[src/rtl/hazard_pkg.sv]
// Shared enums for the pipeline hazard/sequencing controller: PC source select,
// trap cause reported to the CSR unit, and controller FSM states.
package hazard_pkg;

    typedef enum logic [1:0] {
        SEQ      = 2'd0,
        REDIRECT = 2'd1,
        TRAP_VEC = 2'd2,
        EPC      = 2'd3
    } pc_sel_t;

    typedef enum logic [1:0] {
        NONE    = 2'd0,
        ECALL   = 2'd1,
        EBREAK  = 2'd2,
        BUS_ERR = 2'd3
    } trap_cause_t;

    typedef enum logic [1:0] {
        RUN          = 2'd0,
        MEM_WAIT     = 2'd1,
        TRAP_DRAIN_S = 2'd2,
        TRAP_FIRE    = 2'd3
    } hz_state_t;

endpackage

[src/rtl/hazard_ctrl.sv]
// Stall/flush/PC-select producer for the 5-stage RV32 pipe: load-use bubbles,
// EX redirects, trap drain-then-fire sequencing and bounded data-memory waits.
//
// state        | meaning
// RUN          | normal issue; hazards resolved combinationally
// MEM_WAIT     | whole pipe frozen on dmem; wait counter bounds the stall
// TRAP_DRAIN_S | older instructions retire, nothing new enters EX
// TRAP_FIRE    | one-cycle trap entry / mret return pulse to CSR unit
module hazard_ctrl
    import hazard_pkg::*;
#(
    parameter int TRAP_DRAIN  = 2,
    parameter int MEM_TIMEOUT = 64
) (
    input  logic       clk,
    input  logic       rstn,
    input  logic [4:0] rs1_addr_id,
    input  logic [4:0] rs2_addr_id,
    input  logic       rs1_used_id,
    input  logic       rs2_used_id,
    input  logic [4:0] rd_addr_ex,
    input  logic       rd_we_ex,
    input  logic       is_load_ex,
    input  logic       redirect_ex,
    input  logic       is_ecall_ex,
    input  logic       is_ebreak_ex,
    input  logic       is_mret_ex,
    input  logic       dmem_req_mem,
    input  logic       dmem_ready_mem,
    output logic       stall_if,
    output logic       stall_id,
    output logic       stall_ex,
    output logic       stall_mem,
    output logic       flush_id,
    output logic       flush_ex,
    output logic [1:0] pc_sel_o,
    output logic       trap_enter_o,
    output logic       trap_return_o,
    output logic [1:0] trap_cause_o
);

    localparam int WW = (MEM_TIMEOUT > 0) ? $clog2(MEM_TIMEOUT + 1) : 1;
    localparam int DW = $clog2(TRAP_DRAIN + 1);
    // with the timeout disabled the counter just parks at 1
    localparam logic [WW-1:0] W_LIMIT = WW'((MEM_TIMEOUT > 0) ? MEM_TIMEOUT : 1);
    localparam logic [DW-1:0] D_LIMIT = DW'(TRAP_DRAIN);
    localparam logic [DW-1:0] D_LAST  = DW'(TRAP_DRAIN - 1);

    function automatic logic src_hit(input logic used, input logic [4:0] rs, input logic [4:0] rd);
        return used && (rs == rd);
    endfunction

    hz_state_t   r_state, w_state_nxt;
    logic [WW-1:0] r_wait, w_wait_nxt;
    logic [DW-1:0] r_drain, w_drain_nxt;
    trap_cause_t r_cause, w_cause_nxt;
    logic        r_mret, w_mret_nxt;

    logic w_load_use, w_mem_busy, w_trap_ex;
    logic w_run_eval, w_busy_ok;
    logic w_stall_if, w_stall_id, w_stall_ex, w_stall_mem, w_flush_id, w_flush_ex;
    logic w_enter, w_return;
    pc_sel_t     w_pc_sel;
    trap_cause_t w_cause_out;

    assign w_load_use = is_load_ex && rd_we_ex && (rd_addr_ex != 5'd0) &&
                        (src_hit(rs1_used_id, rs1_addr_id, rd_addr_ex) ||
                         src_hit(rs2_used_id, rs2_addr_id, rd_addr_ex));
    assign w_mem_busy = dmem_req_mem && !dmem_ready_mem;
    assign w_trap_ex  = is_ecall_ex || is_ebreak_ex || is_mret_ex;

    always_comb begin
        w_state_nxt = r_state;
        w_wait_nxt  = r_wait;
        w_drain_nxt = r_drain;
        w_cause_nxt = r_cause;
        w_mret_nxt  = r_mret;
        w_stall_if  = 1'b0;
        w_stall_id  = 1'b0;
        w_stall_ex  = 1'b0;
        w_stall_mem = 1'b0;
        w_flush_id  = 1'b0;
        w_flush_ex  = 1'b0;
        w_enter     = 1'b0;
        w_return    = 1'b0;
        w_pc_sel    = SEQ;
        w_cause_out = NONE;
        w_run_eval  = 1'b0;
        w_busy_ok   = 1'b0;

        unique case (r_state)
            RUN: begin
                w_run_eval = 1'b1;
                w_busy_ok  = 1'b1;
            end
            MEM_WAIT: begin
                if (!w_mem_busy) begin
                    w_run_eval  = 1'b1;
                    w_state_nxt = RUN;
                end else if ((MEM_TIMEOUT != 0) && (r_wait == W_LIMIT)) begin
                    w_cause_nxt = BUS_ERR;
                    w_mret_nxt  = 1'b0;
                    w_flush_id  = 1'b1;
                    w_flush_ex  = 1'b1;
                    w_drain_nxt = '0;
                    w_state_nxt = TRAP_DRAIN_S;
                end else begin
                    {w_stall_if, w_stall_id, w_stall_ex, w_stall_mem} = 4'b1111;
                    if (r_wait != W_LIMIT) w_wait_nxt = r_wait + WW'(1);
                end
            end
            TRAP_DRAIN_S: begin
                w_stall_if = 1'b1;
                w_stall_id = 1'b1;
                w_flush_ex = 1'b1;
                if (w_mem_busy) begin
                    w_stall_mem = 1'b1;
                end else if (r_drain == D_LAST) begin
                    w_state_nxt = TRAP_FIRE;
                end else if (r_drain != D_LIMIT) begin
                    w_drain_nxt = r_drain + DW'(1);
                end
            end
            TRAP_FIRE: begin
                w_flush_id  = 1'b1;
                w_flush_ex  = 1'b1;
                w_state_nxt = RUN;
                if (r_mret) begin
                    w_return = 1'b1;
                    w_pc_sel = EPC;
                end else begin
                    w_enter     = 1'b1;
                    w_pc_sel    = TRAP_VEC;
                    w_cause_out = r_cause;
                end
            end
            default: w_state_nxt = RUN;
        endcase

        if (w_run_eval) begin
            if (w_busy_ok && w_mem_busy) begin
                {w_stall_if, w_stall_id, w_stall_ex, w_stall_mem} = 4'b1111;
                w_wait_nxt  = WW'(1);
                w_state_nxt = MEM_WAIT;
            end else if (w_trap_ex) begin
                w_flush_id  = 1'b1;
                w_flush_ex  = 1'b1;
                w_cause_nxt = is_ecall_ex ? ECALL : (is_ebreak_ex ? EBREAK : NONE);
                w_mret_nxt  = !is_ecall_ex && !is_ebreak_ex;
                w_drain_nxt = '0;
                w_state_nxt = TRAP_DRAIN_S;
            end else if (redirect_ex) begin
                w_flush_id = 1'b1;
                w_flush_ex = 1'b1;
                w_pc_sel   = REDIRECT;
            end else if (w_load_use) begin
                w_stall_if = 1'b1;
                w_stall_id = 1'b1;
                w_flush_ex = 1'b1;
            end
        end
    end

    always_ff @(posedge clk or negedge rstn) begin
        if (!rstn) begin
            r_state <= RUN;
            r_wait  <= '0;
            r_drain <= '0;
            r_cause <= NONE;
            r_mret  <= 1'b0;
        end else begin
            r_state <= w_state_nxt;
            r_wait  <= w_wait_nxt;
            r_drain <= w_drain_nxt;
            r_cause <= w_cause_nxt;
            r_mret  <= w_mret_nxt;
        end
    end

    // outputs are combinational from inputs, so gate them while reset is held
    assign stall_if      = rstn && w_stall_if;
    assign stall_id      = rstn && w_stall_id;
    assign stall_ex      = rstn && w_stall_ex;
    assign stall_mem     = rstn && w_stall_mem;
    assign flush_id      = rstn && w_flush_id;
    assign flush_ex      = rstn && w_flush_ex;
    assign trap_enter_o  = rstn && w_enter;
    assign trap_return_o = rstn && w_return;
    assign pc_sel_o      = rstn ? w_pc_sel : SEQ;
    assign trap_cause_o  = rstn ? w_cause_out : NONE;

endmodule
[config.mk]
export PLATFORM = sky130hd
export DESIGN_NAME = hazard_ctrl
export DESIGN_NICKNAME = d
export VERILOG_FILES = /design/src/rtl/hazard_pkg.sv /design/src/rtl/hazard_ctrl.sv
export SDC_FILE = /design/constraint.sdc
export NUM_CORES = 1
export LEC_CHECK = 0
export ABC_CLOCK_PERIOD_IN_PS = 2940
export CORE_MARGIN = 2
export CORE_UTILIZATION = 49
export DETAILED_ROUTE_END_ITERATION = 8
export PLACE_DENSITY_LB_ADDON = 0.15
export SLEW_MARGIN = 25
export SYNTH_ARGS = -nofsm -noshare
export SYNTH_HDL_FRONTEND = slang
export SYNTH_SLANG_ARGS = --single-unit
[constraint.sdc]
create_clock -name clk -period 2.94 [get_ports clk]
set_input_delay 0.735 -clock clk [delete_from_list [all_inputs] [get_ports clk]]
set_output_delay 0.735 -clock clk [all_outputs]
set_load 0.03 [all_outputs]
Yosys cells after proc, flatten, opt, wreduce, memory -nomap -nowiden --
Index checks and enable logic that the tools add are counted.
Cells by class: muxes and demuxes 82, equality and inequality tests 9, reduce and logical (&&, ||, !) cells 24, add/subtract/negate cells 2
Operator list (number):
- 2-bit 2-to-1 mux | 32
- 7-bit 2-to-1 mux | 6
- 1-bit 2-to-1 mux | 37
- 1-bit logical AND | 15
- 5-bit equality test | 2
- 1-bit one-hot mux with 2 select lines | 5
- 7-bit by 1-bit adder with 7-bit output, second input constant | 1
- 7-bit equality test, second input constant | 1
- 7-bit inequality test, second input constant | 1
- 2-bit one-hot mux with 3 select lines | 1
- 5-bit nonzero test | 1
- 2-bit by 1-bit equality test with 1-bit output, second input constant | 2
- 2-bit equality test, second input constant | 2
- 2-bit one-hot mux with 2 select lines | 1
- 1-bit logical NOT | 3
- 1-bit logical OR | 3
- 2-bit by 1-bit adder with 2-bit output, second input constant | 1
- 2-bit logical NOT | 1
- 2-bit inequality test, second input constant | 1
- 2-bit OR reduction | 1
Storage, ports and cells: output and inout port bits 12, word-level logic and storage cells 122, bits in registers 14

Longest topological paths before layout --
Gate-level depths: netlist (run 1).
depth in word-level cells 10, gate-level depth with buffers 8, mapped depth without buffers 6

Least setup slack after synthesis (run 1) --
OpenSTA, ideal clock, no wires.
path type input to output, start point input rd_addr_ex[3], end point output stall_if, stages 5, slack 126 ps, arrival time 2079 ps, cells stage by stage xor2_1 nor4_1 a32oi_1 o21ai_1 buf_4
On the way: cells in the longest elaborated chain, start to end 10, elaborated cells on any way between the ends 14, those cells by class 2 x eq/ne; 5 x mux; 7 x reduce/logical
Ends and longest elaborated chain:
- from (decl) | RTL line hazard_ctrl.sv:21 | input logic [4:0] rd_addr_ex,
- 5-bit equality test | RTL line hazard_ctrl.sv:50 | return used && (rs == rd);
- 1-bit logical AND | RTL line hazard_ctrl.sv:50
- 1-bit logical OR | RTL line hazard_ctrl.sv:67 | (src_hit(rs1_used_id, rs1_addr_id, rd_addr_ex) ||
- 1-bit logical AND * | RTL line hazard_ctrl.sv:66 | assign w_load_use = is_load_ex && rd_we_ex && (rd_addr_ex != 5'd0) &&
- 1-bit 2-to-1 mux * (5 in a row)
- 1-bit logical AND *
- to (decl) | RTL line hazard_ctrl.sv:30 | output logic stall_if,
Mark *: on every way between the ends. The rest lies on a longest branch, timed or not.

Worst setup path in the final report (run 1) --
start point input dmem_req_mem, end point output stall_id
On the way: cells in the longest elaborated chain, start to end 9, elaborated cells on any way between the ends 12, those cells by class 9 x mux; 3 x reduce/logical
Ends and longest elaborated chain:
- from (decl) | RTL line hazard_ctrl.sv:28 | input logic dmem_req_mem,
- 1-bit logical AND * | RTL line hazard_ctrl.sv:69 | assign w_mem_busy = dmem_req_mem && !dmem_ready_mem;
- 1-bit 2-to-1 mux | RTL line hazard_ctrl.sv:97 | if (!w_mem_busy) begin
- 1-bit one-hot mux with 2 select lines | RTL line hazard_ctrl.sv:91 | unique case (r_state)
- 1-bit 2-to-1 mux | RTL line hazard_ctrl.sv:156 | end else if (w_load_use) begin
- 1-bit 2-to-1 mux | RTL line hazard_ctrl.sv:152 | end else if (redirect_ex) begin
- 1-bit 2-to-1 mux | RTL line hazard_ctrl.sv:145 | end else if (w_trap_ex) begin
- 1-bit 2-to-1 mux | RTL line hazard_ctrl.sv:141 | if (w_busy_ok && w_mem_busy) begin
- 1-bit 2-to-1 mux * | RTL line hazard_ctrl.sv:140 | if (w_run_eval) begin
- 1-bit logical AND * | RTL line hazard_ctrl.sv:182 | assign stall_id = rstn && w_stall_id;
- to (decl) | RTL line hazard_ctrl.sv:31 | output logic stall_id,
Marked as above.

==> impl_metrics.sql, run 1 <==
INSERT INTO impl_metrics (metric_group, metric, value, unit) VALUES
('setup_path', 'cp_max_fo', '5', ''),
('route', 'dr.pass1.iters', '4', ''),
('sta', 'finalSetupViolCount', '0', ''),
('setup_path', 'critPathBufInv', '2', ''),
('placement', 'port-buffer-count', '38', ''),
('logic_synthesis', 'synth.top_cells.by_count', '14 x sky130_fd_sc_hd__dfrtp_1, 12 x sky130_fd_sc_hd__nor2_1, 9 x sky130_fd_sc_hd__nand2_1', ''),
('setup_path', 'number_of_cells_on_the_worst_reg_to_reg_path', '7', ''),
('cts', 'clock_tree.root_cell', 'sky130_fd_sc_hd__clkbuf_4', ''),
('logic_synthesis', 'synthMostInstantiatedCell', 'sky130_fd_sc_hd__dfrtp_1', ''),
('die', 'floorplan.core_area', '0.00228', 'mm2'),
('logic_synthesis', 'synth.yosys.warnings', '0', ''),
('logic_synthesis', 'top_cell_type_s_share_of_synthesized_area', '29.1', '%'),
('cts', 'cts_inserted_buffers', '3', ''),
('grt', 'grt_overflow', '0', ''),
('setup_path', 'startpoint_class', 'input port', ''),
('sta', 'timing_hold_violations_final', '0', ''),
('placement', 'dpl-instance-area', '0.00172', 'mm2'),
('logic_synthesis', 'synth.largest_area_cell', 'sky130_fd_sc_hd__dfrtp_1', ''),
('cts', 'cts_setup_buffers', '0', ''),
('cts', 'later_pin_clock_latency_in_the_skew_report', '0.28', 'ns'),
('cells_and_area', 'final_cell_area', '0.00180', 'mm2'),
('sta', 'final.setup_skew', '0.00194', 'ns'),
('route', 'vias_per_cell', '5.94', ''),
('placement', 'placed_cells_incl_taps', '223', ''),
('logic_synthesis', 'synth.ff_latch_count', '14', ''),
('sta', 'final_max_slew_viol_count', '0', ''),
('logic_synthesis', 'synth_area', '0.00120', 'mm2'),
('cts', 'clockBufferDepth', '2', ''),
('cts', 'clock_transition_at_the_registers_of_the_reported_paths', '0.09', 'ns'),
('grt', 'grt_first_pass_wirelength', '5710', 'um'),
('setup_path', 'delay_contributed_by_the_slowest_stage_of_the_critical_path', '0.41', 'ns'),
('sta', 'worst_slew_margin_rel', '73.8', '%'),
('cts', 'cts_sinks', '14', ''),
('pwr', 'design_power', '0.00116', 'W'),
('die', 'die_w', '53.5', 'um'),
('logic_synthesis', 'synthFlopType', 'sky130_fd_sc_hd__dfrtp_1', ''),
('cts', 'htreeDepth', '1', ''),
('setup_path', 'regToRegEndpoint', 'r_drain[1]$_DFF_PN0_', ''),
('route', 'route.detailed.drc', '0', ''),
('logic_synthesis', 'ys_seq_area_share', '29.1', '%'),
('worst_hold_path', 'worst_hold_path.endpoint', 'r_cause[0]$_DFF_PN0_', ''),
('route', 'finalWirelength', '3650', 'um'),
('setup_path', 'timing.reg2reg.setup_slack', '1.17', 'ns'),
('worst_hold_path', 'worstHoldPathType', 'reg -> reg', ''),
('logic_synthesis', 'post_synth_main_area_contributors', 'sky130_fd_sc_hd__dfrtp_1 29%, sky130_fd_sc_hd__ha_1 6.2%, sky130_fd_sc_hd__xor2_1 5.8%', ''),
('run_status', 'result_of_the_run', 'completed', ''),
('setup_path', 'worst-endpoint-arrival', '2.17', 'ns'),
('cts', 'holdBufCountCts', '0', ''),
('sta', 'tightest_slew', '0.390', 'ns'),
('setup_path', 'timing.critical_path.cells', 'clkdlybuf4s50_1, and2b_2, o211ai_1, o2111ai_1, o21ai_2, buf_4', ''),
('grt', 'first_global_vias', '1328', ''),
('logic_synthesis', 'ys_async_sr_fraction', '100', '%'),
('sta', 'rsz0062_at_grt', 'true', ''),
('die', 'initial_core_util', '52.8', '%'),
('pwr', 'static_leak', '0.831', 'nW'),
('pwr', 'powerDensity', '645', 'mW/mm2'),
('cells_and_area', 'antenna_cells', '0', ''),
('run', 'maxCapViolations', '0', ''),
('pwr', 'vdd_ir_drop_max', '0.528', 'mV'),
('placement', 'gpl.final_weighted_congestion', '0.873', ''),
('sta', 'final_min_period_over_clock_period', '98.8', '%'),
('cells_and_area', 'layout-drive-gt1-share', '25.1', '%'),
('worst_hold_path', 'worst_hold_startpoint', 'r_cause[0]$_DFF_PN0_', ''),
('grt', 'groute.usage.overall', '27.3', '%'),
('die', 'die_h', '53.5', 'um'),
('setup_path', 'crit_path_class', 'in -> out', ''),
('grt', 'antenna_violations_before_repair', '0', ''),
('setup_path', 'required', '2.20', 'ns'),
('route', 'wl_per_cell', '16.1', 'um'),
('setup_path', 'worst_setup_path_end_kind', 'output pin', ''),
('cts', 'tritoncts', 'yes', '');
==> how the worst max path moves through the flow <==
stage,from,to,slack (ns),cells after the start
2_1_floorplan,rd_addr_ex[3],stall_if,0.13,5
3_3_place_gp,rd_addr_ex[2],stall_id,-0.08,6
3_5_place_dp,rd_addr_ex[1],stall_id,-0.07,6
4_1_cts,rs1_addr_id[1],stall_id,0.01,6
5_1_grt,dmem_req_mem,stall_id,-0.02,6
6_report,dmem_req_mem,stall_id,0.04,6
==> area by class of cell <==
class	instances	area (um2)
Tap cell	28	35.0
Multi-Input combinational cell	115	832
Fill cell	147	472
Timing Repair Buffer	58	520
Clock buffer	4	36.3
Sequential cell	14	350
Inverter	8	30.0
==> routing by layer <==
layer / GRT usage, % / vias to the layer above / wire, um
li1: - / 633 / -
met4: 12.4 / 0 / 93
met3: 4.44 / 15 / 203
met2: 49.2 / 58 / 1860
met5: 0 / - / 0
met1: 31.5 / 642 / 1490
==> where the power goes <==
part           leakage (nW)  internal [W]  total (W)  switching (W)
Sequential            0.170      0.000257   0.000331      0.0000744
Combinational         0.640      0.000300   0.000695       0.000395
Clock                0.0210     0.0000753   0.000138      0.0000626
Total                 0.831      0.000632    0.00116       0.000532
==> cell families after synthesis <==
group,count (synthesis),synth area share (%)
simple gates,54,24.5
compound gates,41,24.5
buf+inv,14,5.41
flops,14,29.1
xor+xnor,13,9.47
fa+ha+maj,6,6.24
mux,1,0.832
==> flip-flops by register name (all words and copies together), names as in the netlist <==
name and count:
r_wait 7, r_mret 1, r_drain 2, r_state 2, r_cause 2
==> worst reg2reg max path: stages, from the launching register on <==
cell and delay [ns]:
sky130_fd_sc_hd__dfrtp_1 0.41, sky130_fd_sc_hd__inv_1 0.14, sky130_fd_sc_hd__ha_2 0.32, sky130_fd_sc_hd__nor2_1 0.09
sky130_fd_sc_hd__nor3_1 0.28, sky130_fd_sc_hd__buf_4 0.20, sky130_fd_sc_hd__a41oi_1 0.05, sky130_fd_sc_hd__o311a_1 0.16
==> layout by cell type, fill, tap and decap left out, drive strengths merged, types with 2 or more instances in the layout <==
| master | instances |
|---|---|
| buf | 32 |
| clkdlybuf4s50 | 17 |
| dfrtp | 14 |
| nor2 | 13 |
| o21ai | 13 |
| nand2 | 9 |
| inv | 8 |
| xor2 | 8 |
| nor3 | 7 |
| ha | 6 |
| nand3 | 5 |
| xnor2 | 5 |
| dlygate4sd2 | 5 |
| and2 | 5 |
| dlymetal6s2s | 4 |
| a21oi | 4 |
| clkbuf | 4 |
| nand2b | 3 |
| a21boi | 3 |
| a31oi | 3 |
| nor4 | 3 |
| o211ai | 3 |
| nand3b | 2 |
| o22ai | 2 |
| o311a | 2 |
==> what timing repair did <==
action / CTS / global route
pin swaps: 6 / 6
gates resized for setup: 10 / 11
endpoints found under the setup margin: 3 / 3
==> metrics by stage <==
stage / hold slack, ns / util (%) / setup WS, ns / setup TNS, ns
5_1_grt: 0.579 / 79.3 / -0.0248 / -0.0496
2_1_floorplan: 0.439 / - / 0.126 / 0
3_5_place_dp: 0.524 / 75.4 / -0.0732 / -0.208
4_1_cts: 0.543 / 77.1 / 0.0119 / 0
6_report: 0.551 / 79.3 / 0.0352 / 0
3_3_place_gp: 0.496 / 75.4 / -0.0833 / -0.196
Power figures use the tool's default switching activity.
==> inputs of run 2 (changes only) <==
--- a/config.mk
+++ b/config.mk
@@ -6,8 +6,10 @@
 export NUM_CORES = 1
 export LEC_CHECK = 0
 export ABC_CLOCK_PERIOD_IN_PS = 2940
+export CELL_PAD_IN_SITES_DETAIL_PLACEMENT = 0
+export CELL_PAD_IN_SITES_GLOBAL_PLACEMENT = 1
 export CORE_MARGIN = 2
-export CORE_UTILIZATION = 49
+export CORE_UTILIZATION = 36
 export DETAILED_ROUTE_END_ITERATION = 8
 export PLACE_DENSITY_LB_ADDON = 0.15
 export SLEW_MARGIN = 25
==> run 2 against run 1 <==
Against the previous run: sequential power about the same; clock power shrank 20%; sequential share of layout area fell by 0.40 points; critical endpoint is now flush_ex; non-clock buffer count increased by 1; combinational power is 2% lower; flip-flop and latch count stayed put; highest routed layer unchanged; critical path type unchanged.
==> impl_metrics.sql, run 2 (same netlist as run 1, synthesis figures left out) <==
INSERT INTO impl_metrics (metric_group, metric, value, unit) VALUES
('die', 'die_area', '0.00382', 'mm2'),
('worst_hold_path', 'whs_path_depth', '2', ''),
('die', 'die_w', '61.8', 'um'),
('placement', 'dp_slack', '-0.0599', 'ns'),
('die', 'placement_rows', '20', ''),
('route', 'detailed_router_s_first_iteration_violation_count', '74', ''),
('worst_hold_path', 'worst_hold_path.endpoint', 'r_cause[1]$_DFF_PN0_', ''),
('setup_path', 'critPathBufInv', '3', ''),
('sta', 'hold_ws', '0.526', 'ns'),
('cells_and_area', 'final_nets', '234', ''),
('pwr', 'static_leak', '0.843', 'nW'),
('sta', 'fmax', '351', 'MHz'),
('sta', 'setup_slack', '0.0877', 'ns'),
('route', 'finalWirelength', '3440', 'um'),
('grt', 'groute.usage.overall', '18.5', '%'),
('worst_hold_path', 'worstHoldPathType', 'reg -> reg', ''),
('die', 'initial_core_util', '38.7', '%'),
('sta', 'finalSetupViolCount', '0', ''),
('sta', 'finalSetupTns', '0', 'ns'),
('grt', 'grt_first_pass_wirelength', '5390', 'um'),
('grt', 'first_global_vias', '1247', ''),
('sta', 'final.setup_skew', '0.00251', 'ns'),
('sta', 'period_minus_slack', '2.85', 'ns'),
('setup_path', 'delay_contributed_by_the_slowest_stage_of_the_critical_path', '0.43', 'ns'),
('cts', 'htreeDepth', '1', ''),
('sta', 'rsz0062_at_grt', 'false', ''),
('sta', 'final_max_slew_viol_count', '0', ''),
('setup_path', 'crit_cells', '7', ''),
('cts', 'later_pin_clock_latency_in_the_skew_report', '0.28', 'ns'),
('setup_path', 'crit_path_class', 'in -> out', ''),
('placement', 'dp_hpwl', '2730', 'um'),
('pwr', 'design_power', '0.00112', 'W'),
('setup_path', 'worst_setup_path_end_kind', 'output pin', ''),
('grt', 'grt_overflow', '0', ''),
('route', 'route.detailed.drc', '0', ''),
('route', 'wl_per_cell', '14.1', 'um'),
('placement', 'gpl.final_weighted_congestion', '0.799', ''),
('pwr', 'vdd_ir_drop_max', '0.358', 'mV'),
('setup_path', 'required', '2.20', 'ns'),
('cells_and_area', 'final-instance-count-excl-fill', '243', ''),
('cells_and_area', 'layout_commonest_cell', 'sky130_fd_sc_hd__buf_4', ''),
('cts', 'clock_transition_at_the_registers_of_the_reported_paths', '0.08', 'ns'),
('route', 'total_number_of_vias', '1279', ''),
('worst_hold_path', 'worst_hold_startpoint', 'r_cause[1]$_DFF_PN0_', ''),
('setup_path', 'worst-endpoint-arrival', '2.12', 'ns'),
('cells_and_area', 'register_name_with_the_most_flops', 'r_wait', ''),
('grt', 'grt_start_max_net_pins', '26', ''),
('setup_path', 'cp_max_fo', '2', ''),
('run', 'maxCapViolations', '0', ''),
('die', 'top_level_ports', '39', ''),
('placement', 'port-buffer-count', '38', ''),
('setup_path', 'number_of_cells_on_the_worst_reg_to_reg_path', '6', ''),
('cells_and_area', 'antenna_cells', '0', ''),
('setup_path', 'cp_top_family', 'buffers and inverters', ''),
('setup_path', 'crit_slowest_cell', 'sky130_fd_sc_hd__clkdlybuf4s50_1', ''),
('cts', 'tritoncts', 'yes', ''),
('run_status', 'result_of_the_run', 'completed', ''),
('sta', 'timing_hold_violations_final', '0', ''),
('sta', 'worst_slew_margin_rel', '57.1', '%'),
('pwr', 'powerDensity', '610', 'mW/mm2'),
('cts', 'clock_tree.root_cell', 'sky130_fd_sc_hd__clkbuf_4', ''),
('sta', 'final_min_period_over_clock_period', '97.0', '%'),
('cts', 'cts_inserted_buffers', '3', ''),
('cells_and_area', 'layout-drive-gt1-share', '25.6', '%'),
('setup_path', 'startpoint_class', 'input port', ''),
('die', 'die_h', '61.8', 'um'),
('setup_path', 'timing.critical_path.cells', 'clkdlybuf4s50_1, buf_4, xnor2_1, and2_0, a32oi_2, o211ai_2, buf_6', ''),
('route', 'ant_nets', '0', ''),
('setup_path', 'crit-reg2reg-launch', 'r_state[0]$_DFF_PN0_', ''),
('cts', 'clockBufferDepth', '2', ''),
('placement', 'placed_cells_incl_taps', '238', ''),
('cts', 'cts_sinks', '14', ''),
('sta', 'tightest_slew', '0.639', 'ns'),
('cells_and_area', 'syn2layout_area_growth', '53.2', '%'),
('cells_and_area', 'max_ffs_per_register', '7', ''),
('route', 'dr.pass1.iters', '4', ''),
('setup_path', 'timing.reg2reg.setup_slack', '1.10', 'ns'),
('cts', 'holdBufCountCts', '0', ''),
('cells_and_area', 'highest_count_cells_in_the_layout_ignoring_fill_and_taps', '28 x sky130_fd_sc_hd__buf_4, 17 x sky130_fd_sc_hd__clkdlybuf4s50_1, 14 x sky130_fd_sc_hd__dfrtp_1, 12 x sky130_fd_sc_hd__nor2_1, 9 x sky130_fd_sc_hd__nand2_1', ''),
('die', 'floorplan.core_area', '0.00310', 'mm2'),
('grt', 'antenna_violations_before_repair', '0', ''),
('setup_path', 'regToRegEndpoint', 'r_drain[1]$_DFF_PN0_', ''),
('route', 'vias_per_cell', '5.26', ''),
('cells_and_area', 'nFillCells', '307', '');
run 2: what timing repair did:
item,CTS,global route
setup endpoints to repair,3,3
gates cloned,0,0
pin swaps,8,6
gates resized for setup,10,15
endpoints found under the hold margin,0,0
setup buffers,1,1
run 2: metrics by stage:
stage | cell area, um2 | util [%]
floorplan | 1200 | -
global placement | 1730 | 55.7
detailed placement | 1730 | 55.7
CTS | 1770 | 57.1
global route | 1840 | 59.4
finish | 1840 | 59.4
run 2: final cells by class:
| class | instances | area [um2] | area share (%) |
|---|---|---|---|
| multi-input cells | 115 | 841 | 45.7 |
| repair buffers | 59 | 543 | 29.5 |
| well taps | 44 | 55.1 | 2.99 |
| clock buffers | 3 | 22.5 | 1.22 |
| inverters | 8 | 30.0 | 1.63 |
| flip-flops and latches | 14 | 350 | 19.0 |
run 2: tightest hold or removal path, cell delays in order (launching register included):
cell	delay (ns)
sky130_fd_sc_hd__dfrtp_1	0.35
sky130_fd_sc_hd__o22ai_1	0.08
sky130_fd_sc_hd__o21ai_1	0.06
run 2: worst max-delay path by stage:
stage	from	end	slack [ns]
after floorplan	rd_addr_ex[3]	stall_if	0.13
after global placement	dmem_ready_mem	flush_ex	-0.04
after detailed placement	dmem_ready_mem	flush_ex	-0.06
after CTS	rd_addr_ex[3]	stall_id	0.01
after global routing	is_mret_ex	stall_id	0.01
final	rd_addr_ex[3]	flush_ex	0.09
run 2: where the power goes:
part	total, W	leakage, nW	switching, W	internal [W]
clock network	0.000110	0.0138	0.0000626	0.0000475
registers	0.000329	0.170	0.0000722	0.000257
logic	0.000683	0.659	0.000386	0.000297
total	0.00112	0.843	0.000521	0.000602
run 2: per-layer routing:
metal | global-route usage [%] | part of all wire [%] | up-vias
met5 | 0 | 0 | -
met4 | 2.43 | 1.2 | 0
met3 | 3.93 | 3.4 | 4
met2 | 31.3 | 52 | 18
met1 | 25.0 | 44 | 619
li1 | - | - | 638
